[src/rtl/subleq_core_if.sv]
// Memory bus between the subleq core and its single-port synchronous RAM.
//   rw    : 1 = write cycle
//   addr  : word address
//   wdata : write data (RAM din)
//   rdata : read data (RAM dout), registered, reflects the previous cycle's addr
// master = core side, slave = RAM side.
interface subleq_core_if #(
    parameter int unsigned P_ADDR = 8,
    parameter int unsigned P_DATA = 8
) ();
    logic              rw;
    logic [P_ADDR-1:0] addr;
    logic [P_DATA-1:0] wdata;
    logic [P_DATA-1:0] rdata;

    modport master (output rw, output addr, output wdata, input rdata);
    modport slave  (input rw, input addr, input wdata, output rdata);
endinterface

[src/rtl/subleq_core.sv]
// Subleq execution sequencer. Fetches A,B,C at pc, writes mem[B] = mem[B] - mem[A] and
// branches to C when the signed result is <= 0, otherwise advances pc by 3. A taken branch
// to all-ones halts the core. Every instruction takes 7 cycles (FA..WR).
// Ports:
//   clk          : clock, rising edge
//   rst_n        : asynchronous active-low reset
//   i_run        : execute enable, sampled only in FA
//   mem          : RAM bus (master side), 1-cycle read latency
//   o_pc         : address of the current instruction
//   o_instr_done : 1-cycle pulse in WR
//   o_halted     : high in HALT
module subleq_core #(
    parameter int unsigned     P_ADDR     = 8,
    parameter int unsigned     P_DATA     = 8,
    parameter logic [P_ADDR-1:0] P_RESET_PC = '0
) (
    input  logic              clk,
    input  logic              rst_n,
    input  logic              i_run,
    subleq_core_if.master     mem,
    output logic [P_ADDR-1:0] o_pc,
    output logic              o_instr_done,
    output logic              o_halted
);

    typedef enum logic [2:0] {
        StFa, StFb, StFc, StRa, StRb, StEx, StWr, StHalt
    } state_e;

    state_e            r_state, w_state_d;
    logic [P_ADDR-1:0] r_pc, w_pc_d;
    logic [P_ADDR-1:0] r_op_a, r_op_b, r_op_c;
    logic [P_DATA-1:0] r_va, r_vb;

    logic [P_DATA-1:0] w_res;
    logic              w_taken;
    logic [P_ADDR-1:0] w_rd_addr;

    assign w_res     = r_vb - r_va;
    assign w_taken   = w_res[P_DATA-1] | (w_res == '0);
    assign w_rd_addr = mem.rdata[P_ADDR-1:0];

    // Next state and next pc.
    always_comb begin
        w_state_d = r_state;
        w_pc_d    = r_pc;
        case (r_state)
            StFa:   if (i_run) w_state_d = StFb;
            StFb:   w_state_d = StFc;
            StFc:   w_state_d = StRa;
            StRa:   w_state_d = StRb;
            StRb:   w_state_d = StEx;
            StEx:   w_state_d = StWr;
            StWr: begin
                if (w_taken && (&r_op_c)) begin
                    w_state_d = StHalt;  // pc keeps pointing at the halting instruction
                end else begin
                    w_state_d = StFa;
                    w_pc_d    = w_taken ? r_op_c : r_pc + P_ADDR'(3);
                end
            end
            StHalt: w_state_d = StHalt;
            default: w_state_d = StFa;
        endcase
    end

    // Moore outputs: decoded from state and registers only, never from rdata.
    always_comb begin
        mem.rw       = 1'b0;
        mem.addr     = r_pc;
        mem.wdata    = '0;
        o_instr_done = 1'b0;
        o_halted     = 1'b0;
        case (r_state)
            StFb: mem.addr = r_pc + P_ADDR'(1);
            StFc: mem.addr = r_pc + P_ADDR'(2);
            StRa: mem.addr = r_op_a;
            StRb: mem.addr = r_op_b;
            StEx: mem.addr = r_op_b;
            StWr: begin
                mem.addr     = r_op_b;
                mem.rw       = 1'b1;
                mem.wdata    = w_res;
                o_instr_done = 1'b1;
            end
            StHalt: o_halted = 1'b1;
            default: ;
        endcase
    end

    always_ff @(posedge clk or negedge rst_n) begin
        if (!rst_n) begin
            r_state <= StFa;
            r_pc    <= P_RESET_PC;
            r_op_a  <= '0;
            r_op_b  <= '0;
            r_op_c  <= '0;
            r_va    <= '0;
            r_vb    <= '0;
        end else begin
            r_state <= w_state_d;
            r_pc    <= w_pc_d;
            // rdata lags addr by one cycle, so each capture takes the previous state's read.
            if (r_state == StFb) r_op_a <= w_rd_addr;
            if (r_state == StFc) r_op_b <= w_rd_addr;
            if (r_state == StRa) r_op_c <= w_rd_addr;
            if (r_state == StRb) r_va   <= mem.rdata;
            if (r_state == StEx) r_vb   <= mem.rdata;
        end
    end

    assign o_pc = r_pc;

endmodule

[src/flat_wrapper.sv]
// flat-port wrapper written by rule: the top's interface ports become plain ports
module subleq_core_flat 
#(
    parameter int unsigned     P_ADDR     = 8,
    parameter int unsigned     P_DATA     = 8,
    parameter logic [P_ADDR-1:0] P_RESET_PC = '0
)
  (clk, rst_n, i_run, o_pc, o_instr_done, o_halted, mem_rw, mem_addr, mem_wdata, mem_rdata);
  subleq_core_if #(.P_ADDR(P_ADDR), .P_DATA(P_DATA)) mem_i ();
  input  logic clk;
  input  logic rst_n;
  input  logic i_run;
  output logic [P_ADDR-1:0] o_pc;
  output logic o_instr_done;
  output logic o_halted;
  output wire logic [$bits(mem_i.rw)-1:0] mem_rw;
  output wire logic [$bits(mem_i.addr)-1:0] mem_addr;
  output wire logic [$bits(mem_i.wdata)-1:0] mem_wdata;
  input wire logic [$bits(mem_i.rdata)-1:0] mem_rdata;
  assign mem_rw = mem_i.rw;
  assign mem_addr = mem_i.addr;
  assign mem_wdata = mem_i.wdata;
  assign mem_i.rdata = mem_rdata;
  subleq_core #(.P_ADDR(P_ADDR), .P_DATA(P_DATA), .P_RESET_PC(P_RESET_PC)) u_core (.clk(clk), .rst_n(rst_n), .i_run(i_run), .mem(mem_i), .o_pc(o_pc), .o_instr_done(o_instr_done), .o_halted(o_halted));
endmodule
[config.mk]
export PLATFORM = sky130hd
export DESIGN_NAME = subleq_core_flat
export DESIGN_NICKNAME = d
export VERILOG_FILES = /design/src/rtl/subleq_core_if.sv /design/src/rtl/subleq_core.sv /design/src/flat_wrapper.sv
export SDC_FILE = /design/constraint.sdc
export NUM_CORES = 1
export LEC_CHECK = 0
export CAP_MARGIN = 20
export CORE_MARGIN = 2
export CORE_UTILIZATION = 39
export CTS_CLUSTER_DIAMETER = 60
export CTS_CLUSTER_SIZE = 10
export DETAILED_ROUTE_END_ITERATION = 12
export GPL_TIMING_DRIVEN = 0
export PLACE_DENSITY = 0.6
export SYNTH_ARGS = -nofsm -noshare
export SYNTH_HDL_FRONTEND = slang
export SYNTH_SLANG_ARGS = --single-unit
[constraint.sdc]
create_clock -name clk -period 3.6 [get_ports clk]
set_input_delay 0.72 -clock clk [delete_from_list [all_inputs] [get_ports clk]]
set_output_delay 0.72 -clock clk [all_outputs]
set_load 0.01 [all_outputs]
# After elaboration in Yosys (flattened, before gate mapping)
# Index checks and enable logic that the tools add are counted.
[op_classes] n_reduce_logical=6 bitwise_logic=2 n_addsub=4 eq_ne=8 mux=8
[op_table] op="$pmux 8 s4" count=1
[op_table] op="$pmux 3 s8" count=1
[op_table] op="$add 8x2->8 const B" count=2
[op_table] op="$mux 8" count=2
[op_table] op="$eq 3x3->1 const B" count=4
[op_table] op="$add 8x1->8 const B" count=1
[op_table] op="$logic_not 8->1" count=1
[op_table] op="$reduce_and 8->1" count=1
[op_table] op="$sub 8x8->8" count=1
[op_table] op="$eq 3x2->1 const B" count=2
[op_table] op="$mux 3" count=2
[op_table] op="$eq 3x1->1 const B" count=1
[op_table] op="$logic_not 3->1" count=1
[op_table] op="$reduce_or 3->1" count=1
[op_table] op="$mux 1" count=2
[op_table] op="$ne 2x2->1 const B" count=1
[op_table] op="$reduce_and 2->1" count=1
[op_table] op="$logic_and 1x1->1" count=1
[op_table] op="$not 1->1" count=1
[op_table] op="$or 1x1->1" count=1
[word_totals] wordCells=35 regBits=51 output_inout_bits=27

# Depth between registers and ports, before layout
# Gate-level depths: netlist of the first run.
[depth] word_depth=6 mapped_depth=12 mapped_depth_nobuf=11

# Worst setup path after synthesis of the first run
# Ideal clock, no wire load.
[synth_timing] path_type="reg2out" from="register u_core.r_state[0]" to="output port mem_addr[7]" path_buffers=2 arrival_time_ps=1800 path_stages_with_launch=7 slack_ps=1080 cell_sequence="dfrtp_1 -> buf_2 -> inv_1 -> nor3_1 -> clkbuf_1 -> a21oi_1 -> o311ai_0"
[synth_via] elab_chain_cells=3 word_cells_on_any_way=8 cone_classes="eq/ne: 6; mux: 1; reduce/logical: 1"
[synth_lines] element="from (decl)" line_no="subleq_core.sv:30" source="state_e r_state, w_state_d;"
[synth_lines] element="from (signal assigned)" line_no="subleq_core.sv:93" source="r_state <= StFa;"
[synth_lines] element="from (signal assigned)" line_no="subleq_core.sv:101" source="r_state <= w_state_d;"
[synth_lines] element="$eq 3x3->1" line_no="subleq_core.sv:74" source="case (r_state)"
[synth_lines] element="$reduce_or 3->1 (no source line)"
[synth_lines] element="$pmux 8 s4 *" line_no="subleq_core.sv:74"
[synth_lines] element="to (decl)" line_no="flat_wrapper.sv:17" source="output wire logic [$bits(mem_i.addr)-1:0] mem_addr;"
# Every way passes the cells marked *; elsewhere a longest branch is shown, timed or not.

# Worst setup path after layout of the first run
[layout_timing] from="register u_core.r_vb[0]" to="output port mem_wdata[6]"
[layout_via] elab_chain_cells=2
[layout_lines] element="from (decl)" line_no="subleq_core.sv:33" source="logic [P_DATA-1:0] r_va, r_vb;"
[layout_lines] element="from (signal assigned)" line_no="subleq_core.sv:108" source="if (r_state == StEx) r_vb <= mem.rdata;"
[layout_lines] element="$sub 8x8->8" line_no="subleq_core.sv:39" source="assign w_res = r_vb - r_va;"
[layout_lines] element="$mux 8" line_no="subleq_core.sv:74"
[layout_lines] element="to (decl)" line_no="flat_wrapper.sv:18" source="output wire logic [$bits(mem_i.wdata)-1:0] mem_wdata;"
# No other way between the ends.

==> flow_metrics.py, run 1 <==
metrics = {
    "global_route": {
        "gr-total-overflow": 0,
        "grt_use_total_pct": 20.1,
        "grt_pass1_vias": 2607,
        "grt_start_max_net_pins": 42,
        "antenna_found_initial": 0,
        "grt_pass1_wl_mm": 14.1,
    },
    "layout": {
        "final_cell_mix": "51 x dfrtp_1, 36 x clkdlybuf4s50_1, 33 x mux2_2, 30 x nor2_1, 28 x nand2_1",
        "nNetsFinal": 422,
        "final_common_cell": "dfrtp_1",
        "drive_gt1_share_pct": 16.5,
        "fin_util_pct": 48.4,
        "final_area_sq_um": 4000,
        "antennaDiodeCount": 0,
        "areaGrowthSynthToFinish_pct": 19.9,
    },
    "timing": {
        "min_period_ns": 3.49,
        "worst_pin_slew_ns": 0.637,
        "setup_viol": 0,
        "rsz0062_at_grt": "false",
        "fmax_mhz": 286,
        "fin_setup_tns_ns": 0,
        "finalHoldViolCount": 0,
        "slew_headroom_pct": 57.4,
        "fin_skew_ns": 0.00612,
        "post-route-period-util_pct": 97.0,
        "setup_ws_ns": 0.108,
        "slew_viol_final": 0,
    },
    "cts": {
        "h-tree-depth": 2,
        "cts-root-buf": "clkbuf_8",
        "insertion_delay_ns": 0.31,
        "cts_sinks": 51,
        "cts_buffers": 5,
        "clockBufferDepth": 2,
        "clk_pin_slew_ns": 0.10,
        "cts_tree": "done",
    },
    "place": {
        "gp_congestion": 0.951,
        "port_buffers": 37,
        "dpl.hpwl_mm": 6.48,
        "dp_slack_ns": 0.243,
        "placed_area_sq_um": 3850,
    },
    "critical_path": {
        "worstPathCellList": "inv_1 > ha_1 > inv_1 > fa_1 > a211oi_2 > nor4b_1 > nor4_2 > buf_4 > nor2_1 > clkdlybuf4s50_1",
        "crit_required_ns": 2.88,
        "critPathMaxFanout": 3,
        "crit_path_end_kind": "output port",
        "arrival_ns": 2.77,
        "worstRegToRegCells": 13,
        "r2r_end": "u_core.o_pc[4]",
        "path_class": "reg -> out",
        "crit_path_frequent_cell": "inv_1",
        "slowest_stage": "clkdlybuf4s50_1",
        "start_kind": "register",
        "cpPeakStageDelay_ns": 0.49,
        "r2r-start": "u_core.r_vb[0]",
        "reg2reg_slack_ns": 0.74,
    },
    "floorplanning": {
        "rows": 33,
        "start_util_pct": 40.4,
        "die_area_sq_um": 9300,
        "die_h_microns": 96.5,
        "fp.coreArea_sq_um": 8260,
        "io_pins": 38,
        "die_w_microns": 96.5,
    },
    "detailed_routing": {
        "avgRoutedWirePerCell_microns": 17.7,
        "final_antenna_net_count": 0,
        "drt-pass1-iter-count": 4,
        "routed_wl_mm": 8.91,
        "num_vias": 2907,
        "vias_per_cell": 5.77,
        "drt_first_iter_violations": 229,
        "drc": 0,
    },
    "yosys": {
        "postSynthAreaPerCell_sq_um": 9.44,
        "syn_nets": 377,
        "synthFlopType": "dfrtp_1",
        "yosysWarnings": 0,
        "ys_ff_latch": 51,
        "synthArstFlopShare_pct": 100,
        "netlist_instances": 353,
        "synth_edf_count": 0,
        "ys_types": 60,
        "synth_area_sq_um": 3330,
        "ys_seq_area_share_pct": 38.3,
    },
    "run": {
        "drv_cap": 0,
    },
    "status": {
        "status": "finished clean",
    },
    "min_path": {
        "hp-class": "in -> async",
    },
}
critical path, delay by kind of cell, from the launching register on:
kind,cells,cell delay [ns]
flops,1,0.39
compound gates,1,0.30
fa+ha+maj,2,0.57
buf+inv,4,0.79
simple gates,3,0.43
cells in the mapped netlist, drive strengths merged, types with 3 or more instances:
library cell	count	area share [%]
o211a	4	1.2
o211ai	5	1.1
nand2	29	3.5
mux2i	7	2.1
buf	7	1.2
clkbuf	14	1.6
nor3	8	1.2
inv	15	1.7
nor3b	5	1.1
o22ai	5	1.1
nand4	4	0.75
nor2	31	3.7
dfrtp	51	38
nor2b	7	1.3
ha	12	4.5
a21oi	19	2.9
and3	3	0.56
xor2	6	2.1
xnor2	3	0.79
a31oi	3	0.56
nand3	12	1.8
o21ai	29	5.0
nand2b	3	0.56
o2bb2ai	5	1.3
mux2	33	11
logic make-up after synthesis:
group                      count (synthesis)  synth area share [%]
AOI/OAI and AO/OA                         90                  18.6
xor gates and xnor gates                   9                  2.93
adders and majority gates                 13                  5.11
buffers and inverters                     37                  4.58
DFF                                       51                  38.3
muxes                                     40                  13.3
and+or+nand+nor                          113                  17.3
registers in the layout, indices dropped and copies added (netlist names):
name and cells:
u_core.o_pc 8, u_core.r_state 3, u_core.r_va 8, u_core.r_vb 8, u_core.r_op_a 8, u_core.r_op_b 8
u_core.r_op_c 8
cell type report:
cell class              instances  area (sq um)
plain buffers                  20          98.8
flip-flops and latches         51          1280
inverters                      16          60.1
repair buffers                 39           393
clock buffers                   6          72.6
well taps                     105           131
clock inverters                 2          38.8
multi-input cells             265          1920
fillers                       808          4260
layer usage:
metal  vias up  part of all wire [%]  GRT usage, %
li1       1372                     -             -
met1      1405                    47          29.0
met2       116                    45          30.6
met3        14                   5.8          4.19
met4         0                   1.8          5.63
met5         -                     0             0
what timing repair did:
action	CTS	global route
pin swaps	0	1
hold buffers	0	0
buffers inserted	0	1
cloned	0	0
endpoints found under the setup margin	1	6
gates resized for setup	1	15
endpoints found under the hold margin	0	0
stage by stage:
| stage | std cells | hold slack (ns) |
|---|---|---|
| finish | 504 | 0.280 |
| global route | 504 | 0.274 |
| CTS | 504 | 0.281 |
| detailed placement | 496 | 0.492 |
| global placement | 495 | 0.485 |
| floorplan | 353 | 0.424 |
worst max-delay path by stage:
| stage | from | to | slack, ns | cells after the start |
|---|---|---|---|---|
| detailed placement | u_core.r_state[0] | mem_addr[7] | 0.24 | 7 |
| global route | u_core.r_vb[0] | mem_wdata[6] | 0.007 | 10 |
| finish | u_core.r_vb[0] | mem_wdata[6] | 0.11 | 10 |
| global placement | rst_n | u_core.r_op_a[3] | 0.24 | 1 |
| CTS | u_core.r_vb[4] | mem_wdata[7] | 0.08 | 7 |
| floorplan | u_core.r_state[0] | mem_addr[7] | 1.08 | 6 |
Power of run 1 is not shown: default switching activity piles up to over one toggle a cycle in this logic, so the estimate is an artifact.
==> inputs of run 2 (changes only) <==
--- a/config.mk
+++ b/config.mk
@@ -13,6 +13,8 @@
 export DETAILED_ROUTE_END_ITERATION = 12
 export GPL_TIMING_DRIVEN = 0
 export PLACE_DENSITY = 0.6
+export SETUP_SLACK_MARGIN = 0.2
+export SLEW_MARGIN = 40
 export SYNTH_ARGS = -nofsm -noshare
 export SYNTH_HDL_FRONTEND = slang
 export SYNTH_SLANG_ARGS = --single-unit
==> flow_metrics.py, run 2 (same netlist as run 1, synthesis figures left out) <==
metrics = {
    "critical_path": {
        "arrival_ns": 2.57,
        "worstRegToRegCells": 14,
        "r2r-start": "u_core.r_vb[0]",
        "r2r_end": "u_core.o_pc[4]",
        "path_class": "reg -> out",
        "reg2reg_slack_ns": 0.79,
        "critPathMaxFanout": 9,
        "crit_required_ns": 2.88,
        "start_kind": "register",
        "crit_path_end_kind": "output port",
    },
    "min_path": {
        "hp-class": "in -> async",
    },
    "timing": {
        "slew_viol_final": 0,
        "rsz0062_at_grt": "true",
        "setup_viol": 0,
        "worst_pin_slew_ns": 0.679,
        "hold_slack_ns": 0.228,
        "post-route-period-util_pct": 91.3,
        "min_period_ns": 3.29,
        "fin_setup_tns_ns": 0,
        "fmax_mhz": 304,
        "slew_headroom_pct": 54.6,
        "finalHoldViolCount": 0,
        "fin_skew_ns": 0.00358,
    },
    "global_route": {
        "grt_pass1_vias": 2672,
        "grt_pass1_wl_mm": 14.1,
        "gr-total-overflow": 0,
        "grt_use_total_pct": 20.1,
        "antenna_found_initial": 0,
        "grt_start_max_net_pins": 43,
    },
    "layout": {
        "final_common_cell": "dfrtp_1",
        "drive_gt1_share_pct": 19.7,
        "fillers": 800,
        "multi_input_area_sq_um": 1940,
        "antennaDiodeCount": 0,
        "final_cell_mix": "50 x dfrtp_1, 33 x mux2_2, 31 x clkdlybuf4s50_1, 30 x nor2_1, 28 x nand2_1",
        "nNetsFinal": 429,
        "regArea_sq_um": 1280,
        "areaGrowthSynthToFinish_pct": 22.5,
        "final_area_sq_um": 4080,
    },
    "cts": {
        "cts_buffers": 5,
        "clk_pin_slew_ns": 0.10,
        "clockBufferDepth": 2,
        "insertion_delay_ns": 0.31,
        "cts_tree": "done",
        "cts-root-buf": "clkbuf_8",
        "h-tree-depth": 2,
        "cts_sinks": 51,
    },
    "run": {
        "drv_cap": 0,
    },
    "place": {
        "gp_congestion": 0.951,
        "placed_area_sq_um": 3850,
        "dpl.hpwl_mm": 6.49,
        "port_buffers": 37,
    },
    "detailed_routing": {
        "final_antenna_net_count": 0,
        "avgRoutedWirePerCell_microns": 17.6,
        "drt-pass1-iter-count": 5,
        "vias_per_cell": 5.68,
        "drc": 0,
        "num_vias": 2901,
        "routed_wl_mm": 8.98,
        "drt_first_iter_violations": 179,
    },
    "floorplanning": {
        "fp.coreArea_sq_um": 8260,
        "io_pins": 38,
        "rows": 33,
        "die_w_microns": 96.5,
        "start_util_pct": 40.4,
        "die_h_microns": 96.5,
        "die_area_sq_um": 9300,
    },
    "status": {
        "status": "finished clean",
    },
}
==> run 2: cell types whose count changed in the layout (fill, tap and decap cells not counted), sizes merged <==
cell,before,now
buf,9,17
clkbuf,20,19
clkdlybuf4s50,36,31
dlygate4sd2,0,1
dlymetal6s2s,0,4
==> run 2: worst max path at each step <==
stage,start,to,slack [ns]
after floorplan,u_core.r_state[0],mem_addr[7],1.08
after global placement,rst_n,u_core.r_op_a[3],0.24
after detailed placement,u_core.r_state[0],mem_addr[7],0.25
after CTS,u_core.r_vb[0],mem_wdata[4],0.16
after global routing,u_core.o_pc[1],mem_addr[4],0.16
final,u_core.o_pc[1],mem_addr[4],0.31
==> run 2: what timing repair did <==
item                                    CTS  global route
pin swaps                                 3             3
hold buffers                              0             0
endpoints found under the setup margin    6            11
gates resized for setup                  11            21
hold endpoints to repair                  0             0
buffers inserted                          3             4
==> run 2: through the flow <==
stage	setup WS (ns)	cells	util, %
after floorplan	1.08	353	-
final	0.313	511	49.4
after global placement	0.237	495	46.4
after CTS	0.162	507	48.5
after detailed placement	0.248	496	46.7
after global routing	0.161	511	49.4
==> run 2: cell type report <==
type | count | area share, %
multi-input combinational | 265 | 47.6
clock buffer | 6 | 1.78
sequential | 51 | 31.3
timing repair buffer | 45 | 11.0
inverter | 16 | 1.47
buffer | 21 | 2.73
clock inverter | 2 | 0.950
tap | 105 | 3.22
==> run 2: worst max-delay path, cell delays in order, from the launching register on <==
cell	delay [ns]
dfrtp_2	0.50
ha_1	0.27
nand3_1	0.12
xor2_1	0.17
nand2_1	0.08
a221oi_2	0.35
nor2_1	0.09
o211a_1	0.21
clkdlybuf4s50_1	0.47
==> run 2: layer usage <==
metal	GRT usage (%)	up-vias	part of all wire, %
met5	0	-	0
met4	5.40	0	2.2
met3	3.88	16	5.2
met2	31.5	87	45
met1	28.6	1413	47
li1	-	1385	-
Power of run 2 is left out for the same reason.
